### src/rtl/eth_pkt_arb_pkg.sv
// Shared types and helpers for the eth_pkt_if round-robin arbiter.
// rr_pick works on a fixed MAX_CH-wide vector so one function serves every CH_CNT.
package eth_pkt_arb_pkg;

  typedef enum logic {IDLE, PASS} arb_state_t;

  localparam int MAX_CH = 8;

  // Valid-byte-count width for a given data width; never narrower than 1 bit.
  function automatic int mod_w(input int data_w);
    return (data_w > 8) ? $clog2(data_w / 8) : 1;
  endfunction

  // One-hot pick of the first requester strictly after the last grant, wrapping at ch_cnt.
  function automatic logic [MAX_CH-1:0] rr_pick(input logic [MAX_CH-1:0] req,
                                                input logic [MAX_CH-1:0] last,
                                                input int ch_cnt);
    int   last_idx;
    int   k;
    logic found;
    last_idx = 0;
    found    = 1'b0;
    rr_pick  = '0;
    for (int i = 0; i < MAX_CH; i++) begin
      if (i < ch_cnt && last[i]) last_idx = i;
    end
    for (int i = 1; i <= MAX_CH; i++) begin
      k = (last_idx + i) % ch_cnt;
      if (i <= ch_cnt && !found && req[k]) begin
        rr_pick[k] = 1'b1;
        found      = 1'b1;
      end
    end
  endfunction

endpackage

### src/rtl/eth_pkt_if.sv
// Packet stream bundle: data/val/sop/eop/mod forward, ready backward.
interface eth_pkt_if #(
  parameter int DATA_W = 64,
  parameter int MOD_W  = 3
);
  logic [DATA_W-1:0] data;
  logic              val;
  logic              sop;
  logic              eop;
  logic [MOD_W-1:0]  mod;
  logic              ready;

  modport o (output data, val, sop, eop, mod, input ready);
  modport i (input data, val, sop, eop, mod, output ready);
endinterface

### src/rtl/eth_pkt_if_reg_slice.sv
// Two-entry skid buffer for a packet stream: registered outputs, and input ready
// depends only on local state so downstream ready never reaches upstream combinationally.
module eth_pkt_if_reg_slice #(
  parameter int DATA_W = 64,
  parameter int MOD_W  = 3
) (
  input  logic              clk_i,
  input  logic              rst_i,
  input  logic [DATA_W-1:0] in_data,
  input  logic              in_val,
  input  logic              in_sop,
  input  logic              in_eop,
  input  logic [MOD_W-1:0]  in_mod,
  output logic              in_ready,
  output logic [DATA_W-1:0] out_data,
  output logic              out_val,
  output logic              out_sop,
  output logic              out_eop,
  output logic [MOD_W-1:0]  out_mod,
  input  logic              out_ready
);

  logic [DATA_W-1:0] out_data_reg;
  logic              out_val_reg;
  logic              out_sop_reg;
  logic              out_eop_reg;
  logic [MOD_W-1:0]  out_mod_reg;

  logic [DATA_W-1:0] skid_data_reg;
  logic              skid_val_reg;
  logic              skid_sop_reg;
  logic              skid_eop_reg;
  logic [MOD_W-1:0]  skid_mod_reg;

  logic in_fire;
  logic out_load;

  assign in_ready = ~skid_val_reg;
  assign in_fire  = in_val & in_ready;
  assign out_load = out_ready | ~out_val_reg;

  always_ff @(posedge clk_i or posedge rst_i) begin
    if (rst_i) begin
      out_data_reg  <= '0;
      out_val_reg   <= 1'b0;
      out_sop_reg   <= 1'b0;
      out_eop_reg   <= 1'b0;
      out_mod_reg   <= '0;
      skid_data_reg <= '0;
      skid_val_reg  <= 1'b0;
      skid_sop_reg  <= 1'b0;
      skid_eop_reg  <= 1'b0;
      skid_mod_reg  <= '0;
    end else if (out_load) begin
      if (skid_val_reg) begin
        // Parked word goes first; input is held off while the skid entry is full.
        out_data_reg <= skid_data_reg;
        out_val_reg  <= 1'b1;
        out_sop_reg  <= skid_sop_reg;
        out_eop_reg  <= skid_eop_reg;
        out_mod_reg  <= skid_mod_reg;
        skid_val_reg <= 1'b0;
      end else begin
        out_data_reg <= in_data;
        out_val_reg  <= in_fire;
        out_sop_reg  <= in_sop & in_fire;
        out_eop_reg  <= in_eop & in_fire;
        out_mod_reg  <= in_mod;
      end
    end else if (in_fire) begin
      skid_data_reg <= in_data;
      skid_val_reg  <= 1'b1;
      skid_sop_reg  <= in_sop;
      skid_eop_reg  <= in_eop;
      skid_mod_reg  <= in_mod;
    end
  end

  assign out_data = out_data_reg;
  assign out_val  = out_val_reg;
  assign out_sop  = out_sop_reg;
  assign out_eop  = out_eop_reg;
  assign out_mod  = out_mod_reg;

endmodule

### src/rtl/eth_pkt_if_rr_arbiter.sv
// Packet-level round-robin merge of CH_CNT packet streams; the grant is held from sop
// to eop so packets never interleave, and non-sop words seen while idle are dropped.
module eth_pkt_if_rr_arbiter
  import eth_pkt_arb_pkg::*;
#(
  parameter int CH_CNT = 2,
  parameter int DATA_W = 64,
  parameter int MOD_W  = mod_w(DATA_W)
) (
  input  logic                     clk_i,
  input  logic                     rst_i,
  input  logic [CH_CNT*DATA_W-1:0] in_data_i,
  input  logic [CH_CNT-1:0]        in_val_i,
  input  logic [CH_CNT-1:0]        in_sop_i,
  input  logic [CH_CNT-1:0]        in_eop_i,
  input  logic [CH_CNT*MOD_W-1:0]  in_mod_i,
  output logic [CH_CNT-1:0]        in_ready_o,
  eth_pkt_if.o                     pkt_o,
  output logic [CH_CNT-1:0]        grant_o,
  output logic                     orphan_err_o
);

  arb_state_t        state_reg, state_next;
  logic [CH_CNT-1:0] grant_reg, grant_next;
  logic [MAX_CH-1:0] rr_reg, rr_next;

  logic [CH_CNT-1:0] req;
  logic [CH_CNT-1:0] orphan;
  logic [MAX_CH-1:0] pick;

  logic [DATA_W-1:0] ch_data [CH_CNT];
  logic [MOD_W-1:0]  ch_mod  [CH_CNT];
  logic [DATA_W-1:0] sel_data;
  logic [MOD_W-1:0]  sel_mod;
  logic              sel_val;
  logic              sel_sop;
  logic              sel_eop;

  logic              slice_in_val;
  logic              slice_ready;
  logic [DATA_W-1:0] slice_data;
  logic              slice_val;
  logic              slice_sop;
  logic              slice_eop;
  logic [MOD_W-1:0]  slice_mod;

  assign req    = in_val_i & in_sop_i;
  assign orphan = in_val_i & ~in_sop_i;
  assign pick   = rr_pick(MAX_CH'(req), rr_reg, CH_CNT);

  for (genvar gi = 0; gi < CH_CNT; gi++) begin : g_ch
    assign ch_data[gi] = grant_reg[gi] ? in_data_i[gi*DATA_W +: DATA_W] : '0;
    assign ch_mod[gi]  = grant_reg[gi] ? in_mod_i[gi*MOD_W +: MOD_W] : '0;
  end

  // Grant is one-hot or zero, so an OR of masked lanes is the mux.
  always_comb begin
    sel_data = '0;
    sel_mod  = '0;
    for (int k = 0; k < CH_CNT; k++) begin
      sel_data = sel_data | ch_data[k];
      sel_mod  = sel_mod | ch_mod[k];
    end
  end

  assign sel_val = |(grant_reg & in_val_i);
  assign sel_sop = |(grant_reg & in_sop_i);
  assign sel_eop = |(grant_reg & in_eop_i);

  always_comb begin
    state_next   = state_reg;
    grant_next   = grant_reg;
    rr_next      = rr_reg;
    in_ready_o   = '0;
    orphan_err_o = 1'b0;
    slice_in_val = 1'b0;
    // Handshake outputs stay quiet while reset is held.
    if (!rst_i) begin
      case (state_reg)
        IDLE: begin
          in_ready_o   = orphan;
          orphan_err_o = |orphan;
          if (|req) begin
            grant_next = pick[CH_CNT-1:0];
            rr_next    = pick;
            state_next = PASS;
          end
        end
        PASS: begin
          in_ready_o   = grant_reg & {CH_CNT{slice_ready}};
          slice_in_val = sel_val;
          if (sel_val && slice_ready && sel_eop) begin
            grant_next = '0;
            state_next = IDLE;
          end
        end
      endcase
    end
  end

  always_ff @(posedge clk_i or posedge rst_i) begin
    if (rst_i) begin
      state_reg <= IDLE;
      grant_reg <= '0;
      rr_reg    <= MAX_CH'(1) << (CH_CNT - 1);
    end else begin
      state_reg <= state_next;
      grant_reg <= grant_next;
      rr_reg    <= rr_next;
    end
  end

  eth_pkt_if_reg_slice #(
    .DATA_W (DATA_W),
    .MOD_W  (MOD_W)
  ) u_slice (
    .clk_i     (clk_i),
    .rst_i     (rst_i),
    .in_data   (sel_data),
    .in_val    (slice_in_val),
    .in_sop    (sel_sop),
    .in_eop    (sel_eop),
    .in_mod    (sel_mod),
    .in_ready  (slice_ready),
    .out_data  (slice_data),
    .out_val   (slice_val),
    .out_sop   (slice_sop),
    .out_eop   (slice_eop),
    .out_mod   (slice_mod),
    .out_ready (pkt_o.ready)
  );

  assign pkt_o.data = slice_data;
  assign pkt_o.val  = slice_val;
  assign pkt_o.sop  = slice_sop;
  assign pkt_o.eop  = slice_eop;
  assign pkt_o.mod  = slice_mod;
  assign grant_o    = grant_reg;

endmodule

### src/flat_wrapper.sv
// flat-port wrapper written by rule: the top's interface ports become plain ports
module eth_pkt_if_rr_arbiter_flat import eth_pkt_arb_pkg::*;
#(
  parameter int CH_CNT = 2,
  parameter int DATA_W = 64,
  parameter int MOD_W  = mod_w(DATA_W)
)
  (clk_i, rst_i, in_data_i, in_val_i, in_sop_i, in_eop_i, in_mod_i, in_ready_o, grant_o, orphan_err_o, pkt_o_data, pkt_o_val, pkt_o_sop, pkt_o_eop, pkt_o_mod, pkt_o_ready);
  eth_pkt_if #(.DATA_W(DATA_W), .MOD_W(MOD_W)) pkt_o_i ();
  input  logic clk_i;
  input  logic rst_i;
  input  logic [CH_CNT*DATA_W-1:0] in_data_i;
  input  logic [CH_CNT-1:0] in_val_i;
  input  logic [CH_CNT-1:0] in_sop_i;
  input  logic [CH_CNT-1:0] in_eop_i;
  input  logic [CH_CNT*MOD_W-1:0] in_mod_i;
  output logic [CH_CNT-1:0] in_ready_o;
  output logic [CH_CNT-1:0] grant_o;
  output logic orphan_err_o;
  output wire logic [$bits(pkt_o_i.data)-1:0] pkt_o_data;
  output wire logic [$bits(pkt_o_i.val)-1:0] pkt_o_val;
  output wire logic [$bits(pkt_o_i.sop)-1:0] pkt_o_sop;
  output wire logic [$bits(pkt_o_i.eop)-1:0] pkt_o_eop;
  output wire logic [$bits(pkt_o_i.mod)-1:0] pkt_o_mod;
  input wire logic [$bits(pkt_o_i.ready)-1:0] pkt_o_ready;
  assign pkt_o_data = pkt_o_i.data;
  assign pkt_o_val = pkt_o_i.val;
  assign pkt_o_sop = pkt_o_i.sop;
  assign pkt_o_eop = pkt_o_i.eop;
  assign pkt_o_mod = pkt_o_i.mod;
  assign pkt_o_i.ready = pkt_o_ready;
  eth_pkt_if_rr_arbiter #(.CH_CNT(CH_CNT), .DATA_W(DATA_W), .MOD_W(MOD_W)) u_core (.clk_i(clk_i), .rst_i(rst_i), .in_data_i(in_data_i), .in_val_i(in_val_i), .in_sop_i(in_sop_i), .in_eop_i(in_eop_i), .in_mod_i(in_mod_i), .in_ready_o(in_ready_o), .pkt_o(pkt_o_i), .grant_o(grant_o), .orphan_err_o(orphan_err_o));
endmodule
### config.mk
export PLATFORM = sky130hd
export DESIGN_NAME = eth_pkt_if_rr_arbiter_flat
export DESIGN_NICKNAME = d
export VERILOG_FILES = /design/src/rtl/eth_pkt_arb_pkg.sv /design/src/rtl/eth_pkt_if.sv /design/src/rtl/eth_pkt_if_reg_slice.sv /design/src/rtl/eth_pkt_if_rr_arbiter.sv /design/src/flat_wrapper.sv
export SDC_FILE = /design/constraint.sdc
export NUM_CORES = 1
export LEC_CHECK = 0
export ABC_CLOCK_PERIOD_IN_PS = 5800
export CAP_MARGIN = 20
export CORE_MARGIN = 4
export CORE_UTILIZATION = 45
export DETAILED_ROUTE_END_ITERATION = 8
export PLACE_DENSITY = 0.83
export SLEW_MARGIN = 15
export SYNTH_ARGS = -nofsm -noshare
export SYNTH_HDL_FRONTEND = slang
export SYNTH_SLANG_ARGS = --single-unit
### constraint.sdc
create_clock -name clk_i -period 5.8 [get_ports clk_i]
set_clock_uncertainty 0.05 [all_clocks]
set_input_delay 1.16 -clock clk_i [delete_from_list [all_inputs] [get_ports clk_i]]
set_output_delay 1.16 -clock clk_i [all_outputs]
set_load 0.02 [all_outputs]
[Word level (Yosys, flattened, before mapping)]
Index checks and enable logic that the tools add are counted.
Storage, ports and cells
  register bits: 145
  word-level logic and storage cells: 94
Operators by class
  add/subtract/negate cells: 2
  $lt $le $gt $ge: 4
  equal/unequal tests: 2
  multiplexer cells: 37
  bitwise gates (word level): 21
  reduce and logical (&&, ||, !) cells: 15
Operators with widths (count)
  64-bit 2-to-1 mux: 3
  64-bit bitwise OR: 1
  32-bit by 2-bit adder with 32-bit output (second input constant): 1
  32-bit by 3-bit adder with 32-bit output (second input constant): 1
  1-bit 2-to-1 mux: 19
  2-bit bitwise AND: 6
  2-bit by 5-bit less-than comparator with 1-bit output (second input constant): 2
  2-bit 2-to-1 mux: 5
  2-bit OR reduction: 5
  3-bit 2-to-1 mux: 3
  2-bit one-hot mux with 2 select lines: 2
  3-bit AND reduction: 2
  1-bit bitwise AND: 5
  1-bit logical AND: 5
  1-bit NOT: 5
  1-bit binary-select mux with 2-bit select: 2
  1-bit demux with 2-bit select: 2
  2-bit by 1-bit greater-or-equal comparator with 1-bit output (second input constant): 2
  3-bit bitwise OR: 1
  2-bit by 1-bit inequality test with 1-bit output (second input constant): 1
  2-bit inequality test (second input constant): 1
  2-bit NOT: 1
  2-bit bitwise OR: 1
  1-bit one-hot mux with 2 select lines: 1
  other kinds (4): 4

[Depth between registers and ports, before layout]
Gate-level depths: netlist of the first run.
  word-level depth: 12
  mapped depth: 6
  depth with buffers taken out: 3

[Modules after synthesis]
Synthesis of the first run repeated with hierarchy kept, for this count alone.
Second synthesis, totals
  cells, all modules: 499
  area, all modules: 7035.5 sq um
By module, submodules not included
  eth_pkt_if_reg_slice: times used 1, cells an instance 382, area an instance 6057.1 sq um, seq. area each 3503.4 sq um
  eth_pkt_if_rr_arbiter: times used 1, cells an instance 117, area an instance 978.4 sq um, seq. area each 101.3 sq um

[Worst setup path after synthesis of the first run]
No wires, ideal clock.
  path type: in2out
  start point: in in_sop_i[1]
  end point: out orphan_err_o
  arrival: 1.881 ns
  required time: 4.590 ns
  slack: 2.709 ns
  stages: 2
  buffers on the path: 0
  cells stage by stage: nand2b_1 -> a211oi_1
On the way
  cells in the longest elaborated chain, start to end: 5
Ends and longest elaborated chain
  start: declaration: RTL line flat_wrapper.sv:14  | input logic [CH_CNT-1:0] in_sop_i;
  2-bit NOT: RTL line eth_pkt_if_rr_arbiter.sv:48  | assign orphan = in_val_i & ~in_sop_i;
  2-bit bitwise AND: RTL line eth_pkt_if_rr_arbiter.sv:48
  2-bit OR reduction: RTL line eth_pkt_if_rr_arbiter.sv:82  | orphan_err_o = |orphan;
  1-bit 2-to-1 mux: RTL line eth_pkt_if_rr_arbiter.sv:79  | case (state_reg)
  1-bit 2-to-1 mux: RTL line eth_pkt_if_rr_arbiter.sv:78  | if (!rst_i) begin
  end: declaration: RTL line flat_wrapper.sv:19  | output logic orphan_err_o;
Every way passes these cells.

[Worst setup path in the final report of the first run]
  start point: in in_val_i[1]
  end point: out in_ready_o[1]
On the way
  cells in the longest elaborated chain, start to end: 3
Ends and longest elaborated chain
  start: declaration: RTL line flat_wrapper.sv:13  | input logic [CH_CNT-1:0] in_val_i;
  2-bit bitwise AND: RTL line eth_pkt_if_rr_arbiter.sv:48
  2-bit one-hot mux with 2 select lines: RTL line eth_pkt_if_rr_arbiter.sv:79
  2-bit 2-to-1 mux: RTL line eth_pkt_if_rr_arbiter.sv:78
  end: declaration: RTL line flat_wrapper.sv:17  | output logic [CH_CNT-1:0] in_ready_o;
Every way passes these cells.

==> results of run 1 <==
## worst register-to-register path: stages (launching register included)
cell	delay (ps)
dfrtp_2	400
buf_4	600
a22oi_2	320
nor4_4	210
buf_4	560
mux2_2	430
## cell usage after synthesis
library cell | n | area share
clkbuf_1 | 23 | 0.013
a22oi_1 | 2 | 0.0022
o31ai_1 | 1 | 0.0011
o22a_1 | 2 | 0.0026
nor4_1 | 1 | 0.00093
and3b_1 | 1 | 0.0013
o21a_1 | 2 | 0.0022
buf_4 | 1 | 0.0011
dfrtp_1 | 143 | 0.53
o41ai_1 | 1 | 0.0013
a22oi_2 | 1 | 0.0019
nor2b_1 | 1 | 0.00093
a211o_1 | 1 | 0.0013
buf_6 | 1 | 0.0017
a22o_1 | 67 | 0.087
a31o_1 | 1 | 0.0013
a211oi_1 | 1 | 0.0011
nand2_1 | 6 | 0.0033
mux2_2 | 57 | 0.095
nand2b_1 | 4 | 0.0037
mux2i_1 | 69 | 0.10
a21oi_1 | 68 | 0.051
inv_1 | 3 | 0.0017
nor4_4 | 1 | 0.0032
a31oi_1 | 2 | 0.0019
nor2_1 | 72 | 0.040
dfstp_2 | 1 | 0.0039
or4_1 | 3 | 0.0033
or3_1 | 2 | 0.0019
buf_1 | 7 | 0.0039
o21ai_0 | 1 | 0.00074
buf_2 | 17 | 0.013
mux2_1 | 10 | 0.017
a21boi_0 | 1 | 0.0011
## layer usage
layer	vias up	global-route usage	share of wire
met5	-	0	0
met4	0	0.0733	0.018
met3	30	0.0467	0.058
met2	170	0.365	0.51
met1	2534	0.233	0.41
li1	2476	-	-
## worst max path at each step
stage / from / end
floorplan: rst_i / u_core.grant_o[0]
global placement: rst_i / orphan_err_o
detailed placement: in_sop_i[1] / in_ready_o[1]
CTS: rst_i / orphan_err_o
global route: rst_i / orphan_err_o
finish: in_val_i[1] / in_ready_o[1]
## metrics by stage
step / total power (µW) / instances
after floorplan: 2590 / 574
after global placement: 3320 / 933
after detailed placement: 3390 / 933
after CTS: 4440 / 965
after global routing: 4650 / 965
final: 4400 / 965
## power breakdown
group | total, µW | switching [µW] | internal, µW
Clock | 1030 | 394 | 634
Combinational | 1810 | 932 | 880
Sequential | 1550 | 209 | 1350
## area by class of cell
class	instances	area [µm²]	area share
well taps	184	230	0.0241
clock inverters	5	52.6	0.00551
clock buffers	27	503	0.0527
inverters	3	16.3	0.00171
repair buffers	224	2220	0.233
multi-input cells	378	2900	0.304
flip-flops and latches	144	3610	0.379
## cell families (layout without fill, tap and decap cells)
| family | Yosys count | in the layout | synth area share |
|---|---|---|---|
| AOI/OAI and AO/OA | 151 | 151 | 0.157 |
| DFF | 144 | 144 | 0.536 |
| muxes | 136 | 136 | 0.215 |
| and+or+nand+nor | 91 | 91 | 0.0588 |
| buffers and inverters | 52 | 259 | 0.0339 |
==> flow_summary_export.csv, run 1 <==
group,metric,value,unit
floorplanning,die_area,17000,µm²
layout,layout_commonest_cell,"clkdlybuf4s50_1",
sta,fmax,254,MHz
cts,clk_pin_slew,50,ps
global_route,grt_pass1_vias,5486,
synthesis,syn_nets,717,
layout,finalInstanceArea,9540,µm²
critical_path,r2r_start,"u_core.grant_o[0]",
synthesis,synthDistinctLibCells,34,
cts,clkSinkCount,144,
cts,cts_resized,0,
cts,cts_buffer_depth,2,
critical_path,ff2ff_path_depth,5,
cts,cts_root_buffer,"clkbuf_16",
layout,utilization,0.654,
route,dr.first_iter.drc_count,245,
critical_path,start_kind,"primary input",
sta,holdWs,440,ps
layout,fillers,1078,
power_and_ir_drop,cellLeakagePower,0.00413,µW
layout,final_cell_mix,"217 x clkdlybuf4s50_1, 140 x dfrtp_1, 72 x nor2_1",
placed_design,place_hpwl,11700,µm
sta,setup_tns,0,ps
global_route,grt-ovfl-total,0,
route,routedWlPerCell,17.8,µm
route,drc,0,
global_route,grt_pass1_wl,26800,µm
min_path,hp-class,"flip-flop to flip-flop",
synthesis,synthCells,574,
global_route,grt_max_degree,108,
global_route,antenna_found_initial,0,
min_path,whs_path_depth,1,
layout,drive_gt1_frac,0.125,
min_path,hold_start,"u_core.u_slice.skid_data_reg[4]",
run,drv_cap,0,
critical_path,r2r_end,"u_core.u_slice.skid_mod_reg[2]",
critical_path,reg2reg_slack,3100,ps
critical_path,crit_family,"buffers and inverters",
cts,post_cts_buffers,0,
cts,htreeDepth,4,
sta,finalCritPeriodShare,0.679,
critical_path,crit_type,"primary input to output port",
critical_path,cp.required,4590,ps
critical_path,critPathMaxFanout,4,
floorplanning,start_util,0.461,
placed_design,place_ws,1850,ps
floorplanning,fp-row-count,44,
critical_path,crit_path_end_kind,"output port",
status,status,"complete, no violations",
min_path,whs_endpoint,"u_core.u_slice.skid_data_reg[4]",
route,vias,5210,
critical_path,worst_path_most_repeated_cell,"clkdlybuf4s50_1",
sta,setup_viol,0,
cts,ctsHoldBuffers,0,
critical_path,cp.arrival,2730,ps
placed_design,gp_congestion,0.796,
route,firstDrtPassIters,4,
sta,worst_slack,1860,ps
sta,worstMarginPinSlew,961,ps
cts,cts_tree,"done",
cts,clock_latency,410,ps
power_and_ir_drop,pwr_density_cell,461,nW/µm²
layout,syn_to_final_growth,41.8,%
critical_path,cp.depth,5,
route,vias_per_cell,5.40,
synthesis,syn_area,6730,µm²
cts,cts_made_buffers,17,
sta,slew_violations,0,
synthesis,syn_area_per_cell,11.7,µm²
sta,fin_crit,3940,ps
sta,hold_violations,0,
placed_design,placed_cell_area,8980,µm²
floorplanning,die_h,130,µm
synthesis,yosysSeqAreaShare,0.536,
sta,rsz0062_at_grt,"false",
route,ant_nets,0,
critical_path,cpPeakStageDelay,620,ps
critical_path,cp_slowest_cell,"clkdlybuf4s50_1",
critical_path,cp_cell_sequence,"clkdlybuf4s50_1 > nand2b_1 > o22a_1 > nor2_1 > clkdlybuf4s50_1",
power_and_ir_drop,peakVddDrop,218,µV
floorplanning,dieWidth,130,µm
layout,nets,911,
synthesis,yosys_warnings,0,
critical_path,path_buf_inv,2,
global_route,grt_use_total,0.202,
layout,antenna_cells_inserted,0,
placed_design,numPortBuffers,217,
route,drt_wl_total,17200,µm
floorplanning,core,14600,µm²
synthesis,ys_seq_elements,144,
floorplanning,pin_count,218,
sta,slew_headroom,0.359,
(Power assumes the default switching activity.)
==> run 2: changes to the inputs <==
Settings changed: ABC_CLOCK_PERIOD_IN_PS 5800 to 3600, CORE_UTILIZATION 45 to 42, PLACE_DENSITY 0.83 to 0.82.
Clock period 5.8 ns to 3.6 ns, I/O delays scaled along.
==> run 2 against run 1 <==
  * First-iteration DRC count down 14%
  * Via count up 0.73%
  * Critical path depth unchanged
  * Die area up 6.7%
  * Sequential share of layout area down 0.76 points
  * Power up 68%
  * Cell area up 2.0%
  * Sequential power up 63%
  * Final cell count up 3.3%
  * Worst setup slack worse by 1300 ps
  * Count of clock-buffer cells in the layout down 5
  * Clock power up 88%
  * Highest routed layer unchanged
==> flow_summary_export.csv, run 2 (synthesis results as in run 1) <==
group,metric,value,unit
status,status,"complete, no violations",
sta,finalCritPeriodShare,0.855,
floorplanning,pin_count,218,
min_path,whs_endpoint,"u_core.u_slice.skid_data_reg[5]",
cts,cts_resized,0,
critical_path,reg2reg_slack,1180,ps
power_and_ir_drop,pwr_density_cell,760,nW/µm²
global_route,grt-ovfl-total,0,
layout,layout_commonest_cell,"clkdlybuf4s50_1",
placed_design,placedCellCount,965,
critical_path,ff2ff_path_depth,4,
route,dr.first_iter.drc_count,211,
placed_design,place_hpwl,12500,µm
placed_design,gp_congestion,0.781,
floorplanning,start_util,0.436,
route,firstDrtPassIters,4,
critical_path,crit_type,"primary input to output port",
sta,slew_violations,0,
sta,rsz0062_at_grt,"false",
placed_design,numPortBuffers,217,
sta,setup_tns,0,ps
min_path,hold_start,"u_core.u_slice.skid_data_reg[5]",
floorplanning,core,15400,µm²
global_route,antenna_found_initial,0,
cts,htreeDepth,4,
sta,slew_headroom,0.612,
layout,drive_gt1_frac,0.136,
critical_path,r2r_start,"u_core.grant_o[1]",
cts,cts_root_buffer,"clkbuf_16",
route,ant_nets,0,
floorplanning,die_h,135,µm
power_and_ir_drop,peakVddDrop,352,µV
critical_path,r2r_end,"u_core.grant_o[0]",
critical_path,critPathMaxFanout,3,
layout,instances_no_fill,997,
cts,ctsHoldBuffers,0,
global_route,grt_pass1_wl,27600,µm
global_route,grt_max_degree,76,
critical_path,cp.arrival,2310,ps
layout,regArea,3610,µm²
cts,cts_tree,"done",
cts,post_cts_buffers,0,
floorplanning,die_area,18100,µm²
min_path,whs_path_depth,1,
cts,cts_buffer_depth,2,
cts,clock_latency,410,ps
run,drv_cap,0,
route,drt_wl_total,17200,µm
route,vias,5248,
route,routedWlPerCell,17.3,µm
cts,clk_pin_slew,60,ps
critical_path,start_kind,"primary input",
placed_design,place_ws,537,ps
layout,syn_to_final_growth,44.7,%
sta,worst_slack,523,ps
sta,fmax,325,MHz
global_route,grt_pass1_vias,5597,
sta,fin_crit,3080,ps
cts,clkSinkCount,144,
layout,fillers,1179,
route,drc,0,
floorplanning,dieWidth,135,µm
global_route,grt_use_total,0.189,
route,vias_per_cell,5.26,
min_path,hp-class,"flip-flop to flip-flop",
critical_path,crit_path_end_kind,"output port",
sta,setup_viol,0,
sta,hold_violations,0,
power_and_ir_drop,cellLeakagePower,0.00421,µW
layout,nets,916,
cts,cts_made_buffers,17,
floorplanning,fp-row-count,45,
sta,worstMarginPinSlew,581,ps
layout,antenna_cells_inserted,0,
layout,multi_input_area,2900,µm²
layout,final_cell_mix,"217 x clkdlybuf4s50_1, 140 x dfrtp_1, 72 x nor2_1",
critical_path,cp.required,2830,ps
## run 2: worst max-delay path: stages
cell,delay (ps)
clkdlybuf4s50_1,530
nand2b_1,110
o22a_1,210
nor2_1,90
clkdlybuf4s50_1,630
## run 2: power breakdown
| part | internal (µW) | total (µW) | switching, µW |
|---|---|---|---|
| sequential | 2170 | 2530 | 359 |
| clock | 1280 | 1940 | 653 |
| combinational | 1430 | 2930 | 1500 |
## run 2: how the worst max path moves through the flow
stage	startpoint	endpoint	slack (ps)	cells past startpoint
after floorplan	rst_i	u_core.grant_o[0]	780	2
after global placement	rst_i	orphan_err_o	570	3
after detailed placement	in_val_i[0]	in_ready_o[0]	540	5
after CTS	in_val_i[0]	in_ready_o[0]	530	5
after global routing	in_val_i[0]	in_ready_o[0]	480	5
final	in_val_i[0]	in_ready_o[0]	520	5
## run 2: area by class of cell
| class | instances | share of cell area |
|---|---|---|
| clock inverter | 10 | 0.0186 |
| sequential | 144 | 0.371 |
| tap | 211 | 0.0271 |
| inverter | 3 | 0.00154 |
| timing repair buffer | 229 | 0.235 |
| clock buffer | 22 | 0.0487 |
| multi-input combinational | 378 | 0.298 |
## run 2: metal layers
layer | part of all wire | track usage | up-vias
met2 | 0.52 | 0.339 | 178
met3 | 0.057 | 0.0488 | 35
li1 | - | - | 2485
met1 | 0.40 | 0.215 | 2550
met4 | 0.028 | 0.0758 | 0
met5 | 0 | 0 | -
## run 2: per-stage QoR
step	cell area, µm²	hold slack, ps	power (µW)	util
2_1_floorplan	6730	408	4170	-
4_1_cts	9730	440	7470	0.631
3_5_place_dp	9080	426	5500	0.588
3_3_place_gp	9080	418	5370	0.588
5_1_grt	9730	462	7800	0.631
6_report	9730	437	7390	0.631
